==> config.mk <==
export PLATFORM = sky130hd
export DESIGN_NAME = io_bus_arbiter_flat
export DESIGN_NICKNAME = d
export VERILOG_FILES = /design/src/rtl/io_bus_arbiter_pkg.sv /design/src/rtl/io_bus_arbiter_if.sv /design/src/rtl/io_rr_arbiter.sv /design/src/rtl/io_bus_arbiter.sv /design/src/flat_wrapper.sv
export SDC_FILE = /design/constraint.sdc
export NUM_CORES = 1
export LEC_CHECK = 0
export ABC_AREA = 1
export CAP_MARGIN = 20
export CELL_PAD_IN_SITES_DETAIL_PLACEMENT = 0
export CELL_PAD_IN_SITES_GLOBAL_PLACEMENT = 1
export CORE_ASPECT_RATIO = 1.5
export CORE_MARGIN = 4
export CORE_UTILIZATION = 27
export CTS_CLUSTER_DIAMETER = 50
export DETAILED_ROUTE_END_ITERATION = 8
export MAX_ROUTING_LAYER = met4
export PLACE_DENSITY = 0.74
export SKIP_CTS_REPAIR_TIMING = 1
export SKIP_LAST_GASP = 1
export SLEW_MARGIN = 20
export SYNTH_ARGS = -nofsm -noshare
export SYNTH_HDL_FRONTEND = slang
export SYNTH_HIERARCHICAL = 1
export SYNTH_SLANG_ARGS = --single-unit
==> constraint.sdc <==
create_clock -name i_clk -period 1.5 [get_ports i_clk]
set_input_delay 0.225 -clock i_clk [delete_from_list [all_inputs] [get_ports i_clk]]
set_output_delay 0.225 -clock i_clk [all_outputs]
set_load 0.03 [all_outputs]
==> src/rtl/io_bus_arbiter_pkg.sv <==
// Shared types and constants for the two-master IO bus arbiter.
// Holds the phase-state enum used by the FSM and its debug output.
package io_pkg;

  localparam int IO_ADDR_W  = 8;
  localparam int IO_DATA_W  = 8;
  localparam int NUM_IO_REQ = 2;

  typedef enum logic [1:0] {
    ST_IDLE   = 2'd0,
    ST_SETUP  = 2'd1,
    ST_STROBE = 2'd2,
    ST_HOLD   = 2'd3
  } io_state_t;

  function automatic int max3(input int a, input int b, input int c);
    int m;
    m = (a > b) ? a : b;
    return (m > c) ? m : c;
  endfunction

endpackage

==> src/rtl/io_bus_arbiter_if.sv <==
// Requester handshake plus IO peripheral bus, grouped for the arbiter.
// Handshake: a request transfers in any cycle where i_reqValid[n] and o_reqReady[n] are both high;
// the requester keeps valid and payload stable until then, and o_rspValid[n] is a one-cycle completion pulse.
interface io_bus_arbiter_if;

  logic [io_pkg::NUM_IO_REQ-1:0]                 i_reqValid;
  logic [io_pkg::NUM_IO_REQ-1:0]                 i_reqWrite;
  logic [io_pkg::NUM_IO_REQ*io_pkg::IO_ADDR_W-1:0] i_reqAddress;
  logic [io_pkg::NUM_IO_REQ*io_pkg::IO_DATA_W-1:0] i_reqData;
  logic [io_pkg::NUM_IO_REQ-1:0]                 o_reqReady;
  logic [io_pkg::NUM_IO_REQ-1:0]                 o_rspValid;
  logic [io_pkg::IO_DATA_W-1:0]                  o_rspData;
  logic                                          o_ioSelect;
  logic [io_pkg::IO_ADDR_W-1:0]                  o_ioAddress;
  logic                                          o_ioNOE;
  logic                                          o_ioNWE;
  logic [io_pkg::IO_DATA_W-1:0]                  o_bus;
  logic [io_pkg::IO_DATA_W-1:0]                  i_bus;
  io_pkg::io_state_t                             o_dbgState;

  modport slave (
    input  i_reqValid, i_reqWrite, i_reqAddress, i_reqData, i_bus,
    output o_reqReady, o_rspValid, o_rspData, o_ioSelect, o_ioAddress,
           o_ioNOE, o_ioNWE, o_bus, o_dbgState
  );

  modport master (
    output i_reqValid, i_reqWrite, i_reqAddress, i_reqData, i_bus,
    input  o_reqReady, o_rspValid, o_rspData, o_ioSelect, o_ioAddress,
           o_ioNOE, o_ioNWE, o_bus, o_dbgState
  );

endinterface

==> src/rtl/io_rr_arbiter.sv <==
// Two-way round-robin grant: combinational pick, last winner remembered on accept.
module io_rr_arbiter
  import io_pkg::*;
(
  input  logic                  i_clk,
  input  logic                  i_reset,
  input  logic [NUM_IO_REQ-1:0] i_valid,
  input  logic                  i_accept,
  output logic [NUM_IO_REQ-1:0] o_grant,
  output logic                  o_grantIdx
);

  logic r_lastGrant;
  logic w_idx;

  // On contention the requester that did not win last time goes next.
  always_comb begin
    w_idx = 1'b0;
    if (i_valid == 2'b11) begin
      w_idx = ~r_lastGrant;
    end else if (i_valid[1]) begin
      w_idx = 1'b1;
    end
  end

  assign o_grantIdx = w_idx;
  assign o_grant    = (i_valid == 2'b00) ? 2'b00 : (w_idx ? 2'b10 : 2'b01);

  always_ff @(posedge i_clk) begin
    if (i_reset) begin
      r_lastGrant <= 1'b1;
    end else if (i_accept) begin
      r_lastGrant <= w_idx;
    end
  end

endmodule

==> src/rtl/io_bus_arbiter.sv <==
// Shares the 8-bit IO bus between two requesters and runs each request as a
// timed setup / strobe / hold cycle, with every bus-side output registered.
module io_bus_arbiter
  import io_pkg::*;
#(
  parameter int SETUP_CYCLES  = 1,
  parameter int STROBE_CYCLES = 2,
  parameter int HOLD_CYCLES   = 1
) (
  input  logic            i_clk,
  input  logic            i_reset,
  io_bus_arbiter_if.slave bus_if
);

  localparam int CNT_MAX = max3(SETUP_CYCLES, STROBE_CYCLES, HOLD_CYCLES);
  localparam int CNT_W   = (CNT_MAX > 1) ? $clog2(CNT_MAX) : 1;
  localparam logic [CNT_W-1:0] SETUP_LD  = CNT_W'(SETUP_CYCLES - 1);
  localparam logic [CNT_W-1:0] STROBE_LD = CNT_W'(STROBE_CYCLES - 1);
  localparam logic [CNT_W-1:0] HOLD_LD   = CNT_W'(HOLD_CYCLES - 1);

  io_state_t              r_state, w_state;
  logic [CNT_W-1:0]       r_cnt, w_cnt;
  logic                   r_write, w_write;
  logic                   r_gidx, w_gidx;
  logic                   r_sel, w_sel;
  logic [IO_ADDR_W-1:0]   r_ioAddr, w_ioAddr;
  logic [IO_DATA_W-1:0]   r_bus, w_bus;
  logic                   r_noe, w_noe;
  logic                   r_nwe, w_nwe;
  logic [IO_DATA_W-1:0]   r_rdData, w_rdData;
  logic [NUM_IO_REQ-1:0]  r_rspValid, w_rspValid;
  logic [IO_DATA_W-1:0]   r_rspData, w_rspData;

  logic                   w_accept;
  logic [NUM_IO_REQ-1:0]  w_grant;
  logic                   w_grantIdx;
  logic                   w_reqWrite;
  logic [IO_ADDR_W-1:0]   w_reqAddr;
  logic [IO_DATA_W-1:0]   w_reqData;

  assign w_accept = (r_state == ST_IDLE) && (bus_if.i_reqValid != '0);

  io_rr_arbiter u_rr (
    .i_clk      (i_clk),
    .i_reset    (i_reset),
    .i_valid    (bus_if.i_reqValid),
    .i_accept   (w_accept),
    .o_grant    (w_grant),
    .o_grantIdx (w_grantIdx)
  );

  assign w_reqWrite = bus_if.i_reqWrite[w_grantIdx];
  assign w_reqAddr  = w_grantIdx ? bus_if.i_reqAddress[IO_ADDR_W +: IO_ADDR_W]
                                 : bus_if.i_reqAddress[0 +: IO_ADDR_W];
  assign w_reqData  = w_grantIdx ? bus_if.i_reqData[IO_DATA_W +: IO_DATA_W]
                                 : bus_if.i_reqData[0 +: IO_DATA_W];

  // Next-state and next-output logic; outputs are computed one phase ahead so they leave registers.
  always_comb begin
    w_state    = r_state;
    w_cnt      = r_cnt;
    w_write    = r_write;
    w_gidx     = r_gidx;
    w_sel      = r_sel;
    w_ioAddr   = r_ioAddr;
    w_bus      = r_bus;
    w_noe      = 1'b1;
    w_nwe      = 1'b1;
    w_rdData   = r_rdData;
    w_rspValid = '0;
    w_rspData  = r_rspData;
    case (r_state)
      ST_IDLE: begin
        if (w_accept) begin
          w_state  = ST_SETUP;
          w_cnt    = SETUP_LD;
          w_write  = w_reqWrite;
          w_gidx   = w_grantIdx;
          w_sel    = 1'b1;
          w_ioAddr = w_reqAddr;
          w_bus    = w_reqWrite ? w_reqData : '0;
        end
      end
      ST_SETUP: begin
        if (r_cnt == '0) begin
          w_state = ST_STROBE;
          w_cnt   = STROBE_LD;
          w_noe   = r_write;
          w_nwe   = ~r_write;
        end else begin
          w_cnt = r_cnt - CNT_W'(1);
        end
      end
      ST_STROBE: begin
        if (r_cnt == '0) begin
          w_state = ST_HOLD;
          w_cnt   = HOLD_LD;
          if (!r_write) begin
            w_rdData = bus_if.i_bus;
          end
        end else begin
          w_cnt = r_cnt - CNT_W'(1);
          w_noe = r_write;
          w_nwe = ~r_write;
        end
      end
      ST_HOLD: begin
        if (r_cnt == '0) begin
          w_state    = ST_IDLE;
          w_sel      = 1'b0;
          w_ioAddr   = '0;
          w_bus      = '0;
          w_rspValid = r_gidx ? 2'b10 : 2'b01;
          w_rspData  = r_write ? '0 : r_rdData;
        end else begin
          w_cnt = r_cnt - CNT_W'(1);
        end
      end
    endcase
  end

  always_ff @(posedge i_clk) begin
    if (i_reset) begin
      r_state    <= ST_IDLE;
      r_cnt      <= '0;
      r_write    <= 1'b0;
      r_gidx     <= 1'b0;
      r_sel      <= 1'b0;
      r_ioAddr   <= '0;
      r_bus      <= '0;
      r_noe      <= 1'b1;
      r_nwe      <= 1'b1;
      r_rdData   <= '0;
      r_rspValid <= '0;
      r_rspData  <= '0;
    end else begin
      r_state    <= w_state;
      r_cnt      <= w_cnt;
      r_write    <= w_write;
      r_gidx     <= w_gidx;
      r_sel      <= w_sel;
      r_ioAddr   <= w_ioAddr;
      r_bus      <= w_bus;
      r_noe      <= w_noe;
      r_nwe      <= w_nwe;
      r_rdData   <= w_rdData;
      r_rspValid <= w_rspValid;
      r_rspData  <= w_rspData;
    end
  end

  assign bus_if.o_reqReady  = (r_state == ST_IDLE) ? w_grant : '0;
  assign bus_if.o_rspValid  = r_rspValid;
  assign bus_if.o_rspData   = r_rspData;
  assign bus_if.o_ioSelect  = r_sel;
  assign bus_if.o_ioAddress = r_ioAddr;
  assign bus_if.o_ioNOE     = r_noe;
  assign bus_if.o_ioNWE     = r_nwe;
  assign bus_if.o_bus       = r_bus;
  assign bus_if.o_dbgState  = r_state;

endmodule

==> src/flat_wrapper.sv <==
// flat-port wrapper written by rule: the top's interface ports become plain ports
module io_bus_arbiter_flat import io_pkg::*;
#(
  parameter int SETUP_CYCLES  = 1,
  parameter int STROBE_CYCLES = 2,
  parameter int HOLD_CYCLES   = 1
)
  (i_clk, i_reset, bus_if_i_reqValid, bus_if_i_reqWrite, bus_if_i_reqAddress, bus_if_i_reqData, bus_if_i_bus, bus_if_o_reqReady, bus_if_o_rspValid, bus_if_o_rspData, bus_if_o_ioSelect, bus_if_o_ioAddress, bus_if_o_ioNOE, bus_if_o_ioNWE, bus_if_o_bus, bus_if_o_dbgState);
  io_bus_arbiter_if bus_if_i ();
  input  logic i_clk;
  input  logic i_reset;
  input wire logic [$bits(bus_if_i.i_reqValid)-1:0] bus_if_i_reqValid;
  input wire logic [$bits(bus_if_i.i_reqWrite)-1:0] bus_if_i_reqWrite;
  input wire logic [$bits(bus_if_i.i_reqAddress)-1:0] bus_if_i_reqAddress;
  input wire logic [$bits(bus_if_i.i_reqData)-1:0] bus_if_i_reqData;
  input wire logic [$bits(bus_if_i.i_bus)-1:0] bus_if_i_bus;
  output wire logic [$bits(bus_if_i.o_reqReady)-1:0] bus_if_o_reqReady;
  output wire logic [$bits(bus_if_i.o_rspValid)-1:0] bus_if_o_rspValid;
  output wire logic [$bits(bus_if_i.o_rspData)-1:0] bus_if_o_rspData;
  output wire logic [$bits(bus_if_i.o_ioSelect)-1:0] bus_if_o_ioSelect;
  output wire logic [$bits(bus_if_i.o_ioAddress)-1:0] bus_if_o_ioAddress;
  output wire logic [$bits(bus_if_i.o_ioNOE)-1:0] bus_if_o_ioNOE;
  output wire logic [$bits(bus_if_i.o_ioNWE)-1:0] bus_if_o_ioNWE;
  output wire logic [$bits(bus_if_i.o_bus)-1:0] bus_if_o_bus;
  output wire logic [$bits(bus_if_i.o_dbgState)-1:0] bus_if_o_dbgState;
  assign bus_if_i.i_reqValid = bus_if_i_reqValid;
  assign bus_if_i.i_reqWrite = bus_if_i_reqWrite;
  assign bus_if_i.i_reqAddress = bus_if_i_reqAddress;
  assign bus_if_i.i_reqData = bus_if_i_reqData;
  assign bus_if_i.i_bus = bus_if_i_bus;
  assign bus_if_o_reqReady = bus_if_i.o_reqReady;
  assign bus_if_o_rspValid = bus_if_i.o_rspValid;
  assign bus_if_o_rspData = bus_if_i.o_rspData;
  assign bus_if_o_ioSelect = bus_if_i.o_ioSelect;
  assign bus_if_o_ioAddress = bus_if_i.o_ioAddress;
  assign bus_if_o_ioNOE = bus_if_i.o_ioNOE;
  assign bus_if_o_ioNWE = bus_if_i.o_ioNWE;
  assign bus_if_o_bus = bus_if_i.o_bus;
  assign bus_if_o_dbgState = bus_if_i.o_dbgState;
  io_bus_arbiter #(.SETUP_CYCLES(SETUP_CYCLES), .STROBE_CYCLES(STROBE_CYCLES), .HOLD_CYCLES(HOLD_CYCLES)) u_core (.i_clk(i_clk), .i_reset(i_reset), .bus_if(bus_if_i));
endmodule
Yosys cells after proc, flatten, opt, wreduce, memory -nomap -nowiden
Cells that the tools add are included.
- word-level logic and storage cells: 74
- bits in registers: 43
- equal/unequal tests: 8
- add/sub/neg operators: 1
- bitwise logic cells: 4
- magnitude comparators: 1
- muxes and demuxes: 35
- reduce and logical (&&, ||, !) cells: 12
- operators by type and width (operator ; number):
    $mux W8 ; 7
    $pmux W8 S2 ; 2
    $mux W2 ; 8
    $mux W1 ; 13
    $ne A2 B2 Y1 const B ; 4
    $pmux W2 S4 ; 1
    $eq A2 B2 Y1 const B ; 3
    $pmux W1 S2 ; 3
    $reduce_and A3 Y1 ; 2
    $logic_not A2 Y1 ; 2
    $not A1 Y1 ; 4
    $reduce_and A2 Y1 ; 2
    $reduce_and A4 Y1 ; 1
    $reduce_bool A2 Y1 ; 2
    $pmux W1 S3 ; 1
    $reduce_or A3 Y1 ; 1
    $eq A2 B1 Y1 const B ; 1
    $lt A1 B2 Y1 const B ; 1
    $reduce_or A2 Y1 ; 1
    $logic_and A1 B1 Y1 ; 1
    $sub A1 B1 Y1 const B ; 1

Longest topological paths before layout
Gate-level depths: netlist of the first run.
- depth after elaboration: 7
- mapped depth: 9
- mapped depth without buffers: 8

By module
The synthesis of the first run kept the hierarchy.
- modules (own cells, without submodules) (module ; instances ; seq. area each (µm²) ; area an instance (µm²) ; cells an instance):
    io_bus_arbiter ; 1 ; 840.8 ; 2058.2 ; 313
    io_rr_arbiter ; 1 ; 20.0 ; 62.6 ; 10

Worst setup path before layout of the first run
OpenSTA, ideal clock, no wires.
- path type: reg2reg
- start point: register u_core.r_state[0], in the netlist u_core/bus_if.o_dbgState[0]
- end point: register u_core.r_bus[2], in the netlist u_core/bus_if.o_bus[2]
- path slack: -154 ps
- cell stages (with the launch flop): 8
- buffers on the path: 1
- arrival: 1543 ps
- cell sequence: dfxtp_1 inv_1 ha_1 nand2_1 nand3_4 buf_4 nor2_1 nor2_1
- word-level cells in the longest chain between the ends: 4
- elaborated cells on any way between the ends: 8
- those cells by class: 3 x eq/ne; 1 x mux; 4 x reduce/logical
- RTL lines (element ; RTL line ; RTL):
    start: declaration ; io_bus_arbiter.sv:21 ; io_state_t r_state, w_state;
    start signal: assignment ; io_bus_arbiter.sv:137 ; r_state <= w_state;
    $logic_not A2 Y1 ; io_bus_arbiter.sv:41, io_bus_arbiter.sv:72 ;
    $logic_and A1 B1 Y1 ; io_bus_arbiter.sv:41 ; assign w_accept = (r_state == ST_IDLE) && (bus_if.i_reqValid != '0);
    $ne A2 B2 Y1 (no line) ; -- ;
    $reduce_and A3 Y1 (no line) ; -- ;
    end signal: assignment ; io_bus_arbiter.sv:143 ; r_bus <= w_bus;
    end: declaration ; io_bus_arbiter.sv:27 ; logic [IO_DATA_W-1:0] r_bus, w_bus;
Several ways; a longest one is shown, not always the timed one.
A chain may end at the register's enable or synchronous reset.

Worst setup path in the final report of the first run
- start point: register u_core.r_state[1], in the netlist u_core/bus_if.o_dbgState[1]
- end point: output port bus_if_o_reqReady[0]
- word-level cells in the longest chain between the ends: 2
- RTL lines (element ; RTL line ; RTL):
    $logic_not A2 Y1 ; io_bus_arbiter.sv:152 ; assign bus_if.o_reqReady = (r_state == ST_IDLE) ? w_grant : '0;
    $mux W2 ; io_bus_arbiter.sv:152 ;
    end: declaration ; flat_wrapper.sv:17 ; output wire logic [$bits(bus_if_i.o_reqReady)-1:0] bus_if_o_reqReady;
Every way passes these cells.

==> summary.md, run 1 <==
| Metric | Value |
|---|---|
| Outcome | `complete, but fails checks` |
| Failing checks | `negative setup slack` |
| Area contributors post-synth | `dfxtp_1, nand2_1, nor2_1` |
| Area of the mapped netlist | `0.002121 mm2` |
| CTS root buffer | `clkbuf_16` |
| Layout fillers | `806` |
| Final number of hold-violating endpoints | `0` |
| Standard cell with the maximum stage delay on the critical path | `dfxtp_2` |
| Io pins | `79` |
| Final layout net count | `470` |
| Floorplan die height | `116.5 um` |
| # Max-Cap Violations | `0` |
| Number of core rows | `39` |
| Die Area | `0.009366 mm2` |
| Worst-case setup slack after placement | `-0.1956 ns` |
| Routed WL | `6023 um` |
| Power, Total | `5.847 mW` |
| Relative max-transition margin | `0.7567` |
| Detailed-route vias per instance | `4.162` |
| Wire length of the first global-routing pass | `9680 um` |
| Effective utilization at floorplan | `0.2768` |
| Share of Yosys cell area claimed by the top area cell type | `0.4059` |
| Required time reported for the critical path endpoint | `1.27 ns` |
| Antenna violations before repair | `0` |
| Flop and latch count out of synthesis | `43` |
| Worst-Margin Slew | `0.3643 ns` |
| Congestion Overflow GR | `0` |
| Overall die width | `80.37 um` |
| Remaining antenna violation count | `0` |
| Setup repair after global routing missed its margin | `true` |
| Skew final | `0.001996 ns` |
| Core region area | `0.007661 mm2` |
| Number of clock buffers inserted by TritonCTS | `5` |
| Clock transition at the register clock pins on the worst setup and hold paths after CTS | `0.06 ns` |
| Minimum clock period | `1.525 ns` |
| Diode count | `0` |
| Post-route DRC | `0` |
| Hold-critical path depth | `4` |
| Critical path arrival | `1.30 ns` |
| Busiest grt layer | `met2` |
| Number of non-filler instances in the completed layout | `520` |
| Leakage dissipation | `2.004 nW` |
| Distinct cell type count of the synthesized netlist | `23` |
| Worst setup slack after layout | `-0.02451 ns` |
| Router iterations before antenna repair | `4` |
| Tightest Hold Check Type | `primary input to flip-flop` |
| Cells along the critical path | `inv_1 > ha_4 > nand2_1 > inv_1 > buf_12` |
| Hold-critical path endpoint | `u_core/u_rr/r_lastGrant` |
| Launch instance of the worst register-to-register path | `u_core/bus_if.o_dbgState[0]` |
| Delay contributed by the slowest stage of the critical path | `0.34 ns` |
| Clock insertion delay at the later pin of the skew report | `0.28 ns` |
| Fraction of layout cells with a size suffix above 1 | `0.1005` |
| Global Route Usage Sum | `0.1368` |
| Crit path kind | `flip-flop to output pin` |
| Part of the cycle the worst path needs | `1.016` |
| Final GP Congestion | `0.7946` |
| Area delta synth->final | `60.29%` |
| Total count of max-transition violations in the final report | `0` |
| Total power per unit cell area | `1720 mW/mm2` |
| CTS tree | `built` |
| H-Tree Depth | `2` |
| Summed negative setup slack over all endpoints | `-0.02451 ns` |
| Maximum clock rate | `0.6559 GHz` |
| Avg Inst Size Synth | `6.566 um2` |
| Maximum clock path buffer count | `2` |
| Largest net degree at the start of global routing | `29` |
| Post-synthesis sequential area ratio | `0.4059` |
| GR met1 Demand/Resource | `0.1396` |
| GR Util met2 | `0.2533` |
| Met3 GRT Util | `0.02392` |
| Cell count after placement | `512` |
| Peak supply drop | `0.7626 mV` |
| Count of final setup violators | `1` |
| R2R Path End | `u_core/bus_if.o_dbgState[0]` |
| Critical path's most frequent cell | `inv_1` |
| Yosys synthesis warning count | `6` |
| Worst Setup End Kind | `output pin` |
| Via count of the first global-routing pass | `2151` |
| CTS sink cnt | `43` |
| Number of vias in the routed layout | `2164` |
| HPWL after DPL | `4505 um` |
| Violation count after the first detailed-route iteration | `47` |
| Critical Path Fanout Max | `5` |
| Leading area contributor after synthesis | `dfxtp_1` |
| Buffers added on ports | `78` |
| Element type at the critical path start | `flip-flop` |
| Number of instances in the synthesized netlist | `323` |
| R2R cell count | `7` |
| Setup slack, reg-to-reg | `0.08 ns` |
| Net count after synthesis | `376` |
| Wire length per cell | `11.58 um` |
| Hold_sp | `bus_if_i_reqValid[1]` |
power by group:
group / internal [mW] / switching, mW
clock: 0.622 / 0.474
sequential: 1.52 / 0.210
combinational: 1.26 / 1.76
total: 3.40 / 2.44
critical path, delay by kind of cell (launching register included):
kind                       cells  cell delay, ns
DFF                            1            0.34
buffers and inverters          3            0.41
and+or+nand+nor                1            0.07
adders and majority gates      1            0.19
metrics by stage:
| step | util | hold WS [ns] | instance area (um2) |
|---|---|---|---|
| 6_report | 0.4437 | 0.3683 | 3400 |
| 5_1_grt | 0.4437 | 0.4179 | 3400 |
| 4_1_cts | 0.4310 | 0.4604 | 3302 |
| 3_5_place_dp | 0.4114 | 0.4511 | 3152 |
| 3_3_place_gp | 0.4114 | 0.4457 | 3152 |
| 2_1_floorplan | - | 0.3011 | 2123 |
sequential cells by signal (all words and copies together) (netlist names):
name                       count
u_core/bus_if.o_bus            8
u_core/bus_if.o_ioAddress      8
u_core/bus_if.o_rspData        8
u_core/r_rdData                8
u_core/bus_if.o_dbgState       2
u_core/bus_if.o_rspValid       2
u_core/bus_if.o_ioNOE          1
u_core/bus_if.o_ioNWE          1
u_core/bus_if.o_ioSelect       1
u_core/r_cnt                   1
u_core/r_gidx                  1
u_core/r_write                 1
u_core/u_rr/r_lastGrant        1
final cells by class:
class                   instances  area, um2  share of cell area
clock buffers                   5      125.1             0.03681
flip-flops and latches         43      863.3              0.2540
clock inverters                 3      25.02            0.007361
well taps                     102      127.6             0.03754
repair buffers                 97       1051              0.3092
inverters                      49      186.4             0.05484
multi-input cells             221       1021              0.3003
worst max-delay path by stage:
stage,start,endpoint,depth (start not counted)
finish,u_core/bus_if.o_dbgState[1],bus_if_o_reqReady[0],5
global route,u_core/bus_if.o_dbgState[1],bus_if_o_reqReady[1],5
CTS,bus_if_i_reqValid[0],bus_if_o_reqReady[0],7
detailed placement,bus_if_i_reqValid[0],u_core/bus_if.o_bus[5],10
global placement,bus_if_i_reqValid[0],u_core/bus_if.o_ioAddress[4],8
floorplan,u_core/bus_if.o_dbgState[0],u_core/bus_if.o_bus[2],7
cell usage after synthesis (all sizes together):
cell	count
ha	7
nand3	12
clkbuf	2
inv	48
nor3	1
buf	8
and2	2
a21oi	21
dfxtp	43
nand2	79
clkinv	1
nor3b	1
nor2	75
o21ai	23
per-layer routing:
| layer | share of wire | wire length (um) | vias to the layer above |
|---|---|---|---|
| met5 | 0 | 0 | - |
| met4 | 0.018 | 108 | 0 |
| met3 | 0.042 | 251 | 6 |
| met2 | 0.54 | 3280 | 48 |
| met1 | 0.40 | 2382 | 944 |
| li1 | - | - | 1166 |
cells in the final DEF (no fill, tap or decap):
| cell | n |
|---|---|
| nand2_1 | 78 |
| o21ai_1 | 6 |
| nand3_2 | 1 |
| buf_4 | 17 |
| nor3b_1 | 1 |
| inv_4 | 1 |
| dfxtp_1 | 41 |
| clkinvlp_4 | 1 |
| clkinv_1 | 1 |
| o21ai_0 | 17 |
| ha_4 | 1 |
| and2_1 | 2 |
| ha_1 | 6 |
| nand3_1 | 10 |
| nor2_1 | 72 |
| inv_2 | 3 |
| nor2_2 | 1 |
| clkbuf_16 | 5 |
| clkinv_4 | 2 |
| buf_12 | 4 |
| inv_1 | 44 |
| clkdlybuf4s50_1 | 43 |
| nor3_1 | 1 |
| nor2_4 | 2 |
| nand3_4 | 1 |
| nand2_2 | 1 |
| dfxtp_2 | 2 |
| a21oi_1 | 21 |
| dlymetal6s2s_1 | 33 |
cells by family (layout without fill, tap and decap cells):
| group | count (synthesis) | count (layout) | share of synthesized area |
|---|---|---|---|
| buffers and inverters | 59 | 154 | 0.1186 |
| and+or+nand+nor | 170 | 170 | 0.3304 |
| adders and majority gates | 7 | 7 | 0.04130 |
| DFF | 43 | 43 | 0.4059 |
| AOI/OAI and AO/OA | 44 | 44 | 0.1038 |
No activity file was read; power rests on OpenSTA's default activity.
==> inputs of run 2 (changes only) <==
--- a/config.mk
+++ b/config.mk
@@ -11,11 +11,11 @@
 export CELL_PAD_IN_SITES_GLOBAL_PLACEMENT = 1
 export CORE_ASPECT_RATIO = 1.5
 export CORE_MARGIN = 4
-export CORE_UTILIZATION = 27
+export CORE_UTILIZATION = 30
 export CTS_CLUSTER_DIAMETER = 50
 export DETAILED_ROUTE_END_ITERATION = 8
 export MAX_ROUTING_LAYER = met4
-export PLACE_DENSITY = 0.74
+export PLACE_DENSITY = 0.78
 export SKIP_CTS_REPAIR_TIMING = 1
 export SKIP_LAST_GASP = 1
 export SLEW_MARGIN = 20
==> constraint.sdc (replaced) <==
create_clock -name i_clk -period 1.7 [get_ports i_clk]
set_input_delay 0.255 -clock i_clk [delete_from_list [all_inputs] [get_ports i_clk]]
set_output_delay 0.255 -clock i_clk [all_outputs]
set_load 0.03 [all_outputs]
==> run 2 against run 1 <==
The flow now finishes without violations. Worst hold slack better by 0.095 ns. Sequential share of layout area is 1.8 points higher. Final area is 6.5% lower. Clock power is 27% lower. Utilization is 2.0 points higher. Worst setup slack better by 0.12 ns. Largest power group unchanged. First-iteration DRC count is 4.3% lower. Critical endpoint is now bus_if_o_reqReady[1]. Clock-buffer cell count stayed put. Critical path depth is 2 higher. Highest routed layer unchanged. Combinational power is 14% lower.
==> summary.md, run 2 (synthesis gave the netlist of run 1 again) <==
| Metric | Value |
|---|---|
| Design internal power | `2.877 mW` |
| Busiest grt layer | `met2` |
| CTS root buffer | `clkbuf_8` |
| GR met1 Demand/Resource | `0.1416` |
| # Max-Cap Violations | `0` |
| Post-route DRC | `0` |
| Floorplan die height | `111.0 um` |
| Final GP Congestion | `0.7504` |
| Clock transition at the register clock pins on the worst setup and hold paths after CTS | `0.09 ns` |
| Minimum clock period | `1.606 ns` |
| Power, Total | `4.936 mW` |
| Outcome | `finished clean` |
| Overall die width | `76.65 um` |
| Cell family with the largest share of critical-path delay | `buffers and inverters` |
| Number of non-filler instances in the completed layout | `490` |
| CTS sink cnt | `43` |
| Cell count after placement | `482` |
| Switching power of the nets | `2.059 mW` |
| Violation count after the first detailed-route iteration | `45` |
| Worst Setup End Kind | `output pin` |
| Wire length per cell | `11.07 um` |
| Core region area | `0.006852 mm2` |
| Area delta synth->final | `49.91%` |
| Clock insertion delay at the later pin of the skew report | `0.29 ns` |
| CTS tree | `built` |
| Detailed-route vias per instance | `4.316` |
| Skew final | `0.01019 ns` |
| H-Tree Depth | `2` |
| Critical path arrival | `1.35 ns` |
| Maximum clock path buffer count | `2` |
| Final layout net count | `464` |
| Io pins | `79` |
| Antenna violations before repair | `0` |
| Sw frac | `0.4171` |
| GR Util met2 | `0.2507` |
| Wire length of the first global-routing pass | `9232 um` |
| Worst-Margin Slew | `0.3398 ns` |
| Congestion Overflow GR | `0` |
| Clock power share | `0.162` |
| Tightest Hold Check Type | `flip-flop to flip-flop` |
| Fraction of layout cells with a size suffix above 1 | `0.08495` |
| Final number of hold-violating endpoints | `0` |
| Met3 GRT Util | `0.02927` |
| Routed WL | `5425 um` |
| Flip-flop and latch area | `863.3 um2` |
| Core utilization of the finished layout | `0.4640` |
| Most common cell after layout, fill and taps aside | `nand2_1` |
| Global Route Usage Sum | `0.1363` |
| Area of combinational cells with multiple inputs | `0.001011 mm2` |
| Crit path kind | `primary input to output pin` |
| Required time reported for the critical path endpoint | `1.44 ns` |
| Part of the cycle the worst path needs | `0.9445` |
| Effective utilization at floorplan | `0.3095` |
| Die Area | `0.008506 mm2` |
| Number of vias in the routed layout | `2115` |
| Setup slack, reg-to-reg | `0.25 ns` |
| Setup repair after global routing missed its margin | `false` |
| Router iterations before antenna repair | `4` |
| Worst Path Buf+Inv | `4` |
| Relative max-transition margin | `0.7728` |
| Remaining antenna violation count | `0` |
| Commonest cells after routing, fill and taps aside | `nand2_1, clkdlybuf4s50_1, nor2_1` |
| HPWL after DPL | `4161 um` |
| Count of final setup violators | `0` |
| Worst hold margin | `0.4629 ns` |
| Layout fillers | `740` |
| Delay contributed by the slowest stage of the critical path | `0.50 ns` |
| Diode count | `0` |
| Total count of max-transition violations in the final report | `0` |
| Critical Path Fanout Max | `3` |
| Standard cell with the maximum stage delay on the critical path | `clkdlybuf4s50_1` |
| Number of clock buffers inserted by TritonCTS | `5` |
| Peak supply drop | `0.7251 mV` |
| Number of core rows | `37` |
| Via count of the first global-routing pass | `2037` |
| Total power per unit cell area | `1552 mW/mm2` |
| Cells along the critical path | `clkdlybuf4s50_1 > nand2_1 > buf_4 > and2_1 > nand2_1 > inv_1 > buf_4` |
| Leakage dissipation | `1.472 nW` |
| Largest net degree at the start of global routing | `29` |
| Buffers added on ports | `78` |
| Part of the power in registers | `0.309` |
| Logic pwr share | `0.529` |
| Maximum clock rate | `0.6228 GHz` |
| Element type at the critical path start | `primary input` |
## run 2: cell count changes in the layout (fill, tap and decap cells not counted), moves of 2 or more
| cell | change |
|---|---|
| o21ai_1 | -2 |
| clkbuf_16 | -5 |
| clkbuf_8 | +5 |
| dlymetal6s2s_1 | -33 |
| o21ai_0 | +2 |
| buf_4 | -5 |
| clkdlybuf4s50_1 | +33 |
## run 2: final timing paths
kind | from | end | cells after the start
worst max-delay path | bus_if_i_reqValid[0] | bus_if_o_reqReady[1] | 7
worst min-delay path | u_core/r_rdData[4] | u_core/bus_if.o_rspData[4] | 2
worst max register to register | u_core/bus_if.o_dbgState[0] | u_core/bus_if.o_bus[4] | 8
worst min register to register | u_core/r_rdData[4] | u_core/bus_if.o_rspData[4] | 2
## run 2: cell type report
class	count	share of cell area
clock inverters	3	0.01377
inverters	49	0.05785
clock buffers	5	0.02165
multi-input cells	221	0.3180
repair buffers	91	0.2865
flip-flops and latches	43	0.2715
well taps	78	0.03070
## run 2: per-layer routing
layer / routed length [um] / up-vias / share of wire
li1: - / 1147 / -
met1: 2286 / 915 / 0.42
met2: 2859 / 49 / 0.53
met3: 210 / 4 / 0.039
met4: 68 / 0 / 0.013
met5: 0 / - / 0
## run 2: power by group through the flow
stage               Sequential (mW)  Clock, mW  Combinational [mW]
finish                         1.53      0.798                2.61
global placement               1.55          0                2.61
detailed placement             1.55          0                2.63
floorplan                      1.97          0                1.24
CTS                            1.53      0.832                2.64
global route                   1.57      0.875                2.91
## run 2: tightest hold or removal path, cell delays in order (launching register included)
cell     delay [ns]
dfxtp_1        0.32
nand2_1        0.06
a21oi_1        0.05
## run 2: stage by stage
stage,setup slack [ns],instance area [um2],TNS (ns)
2_1_floorplan,0.04596,2121,0
3_3_place_gp,-0.02223,3062,-0.04700
3_5_place_dp,-0.04092,3062,-0.1576
4_1_cts,-0.01180,3174,-0.01708
5_1_grt,0.03417,3179,0
6_report,0.09430,3179,0
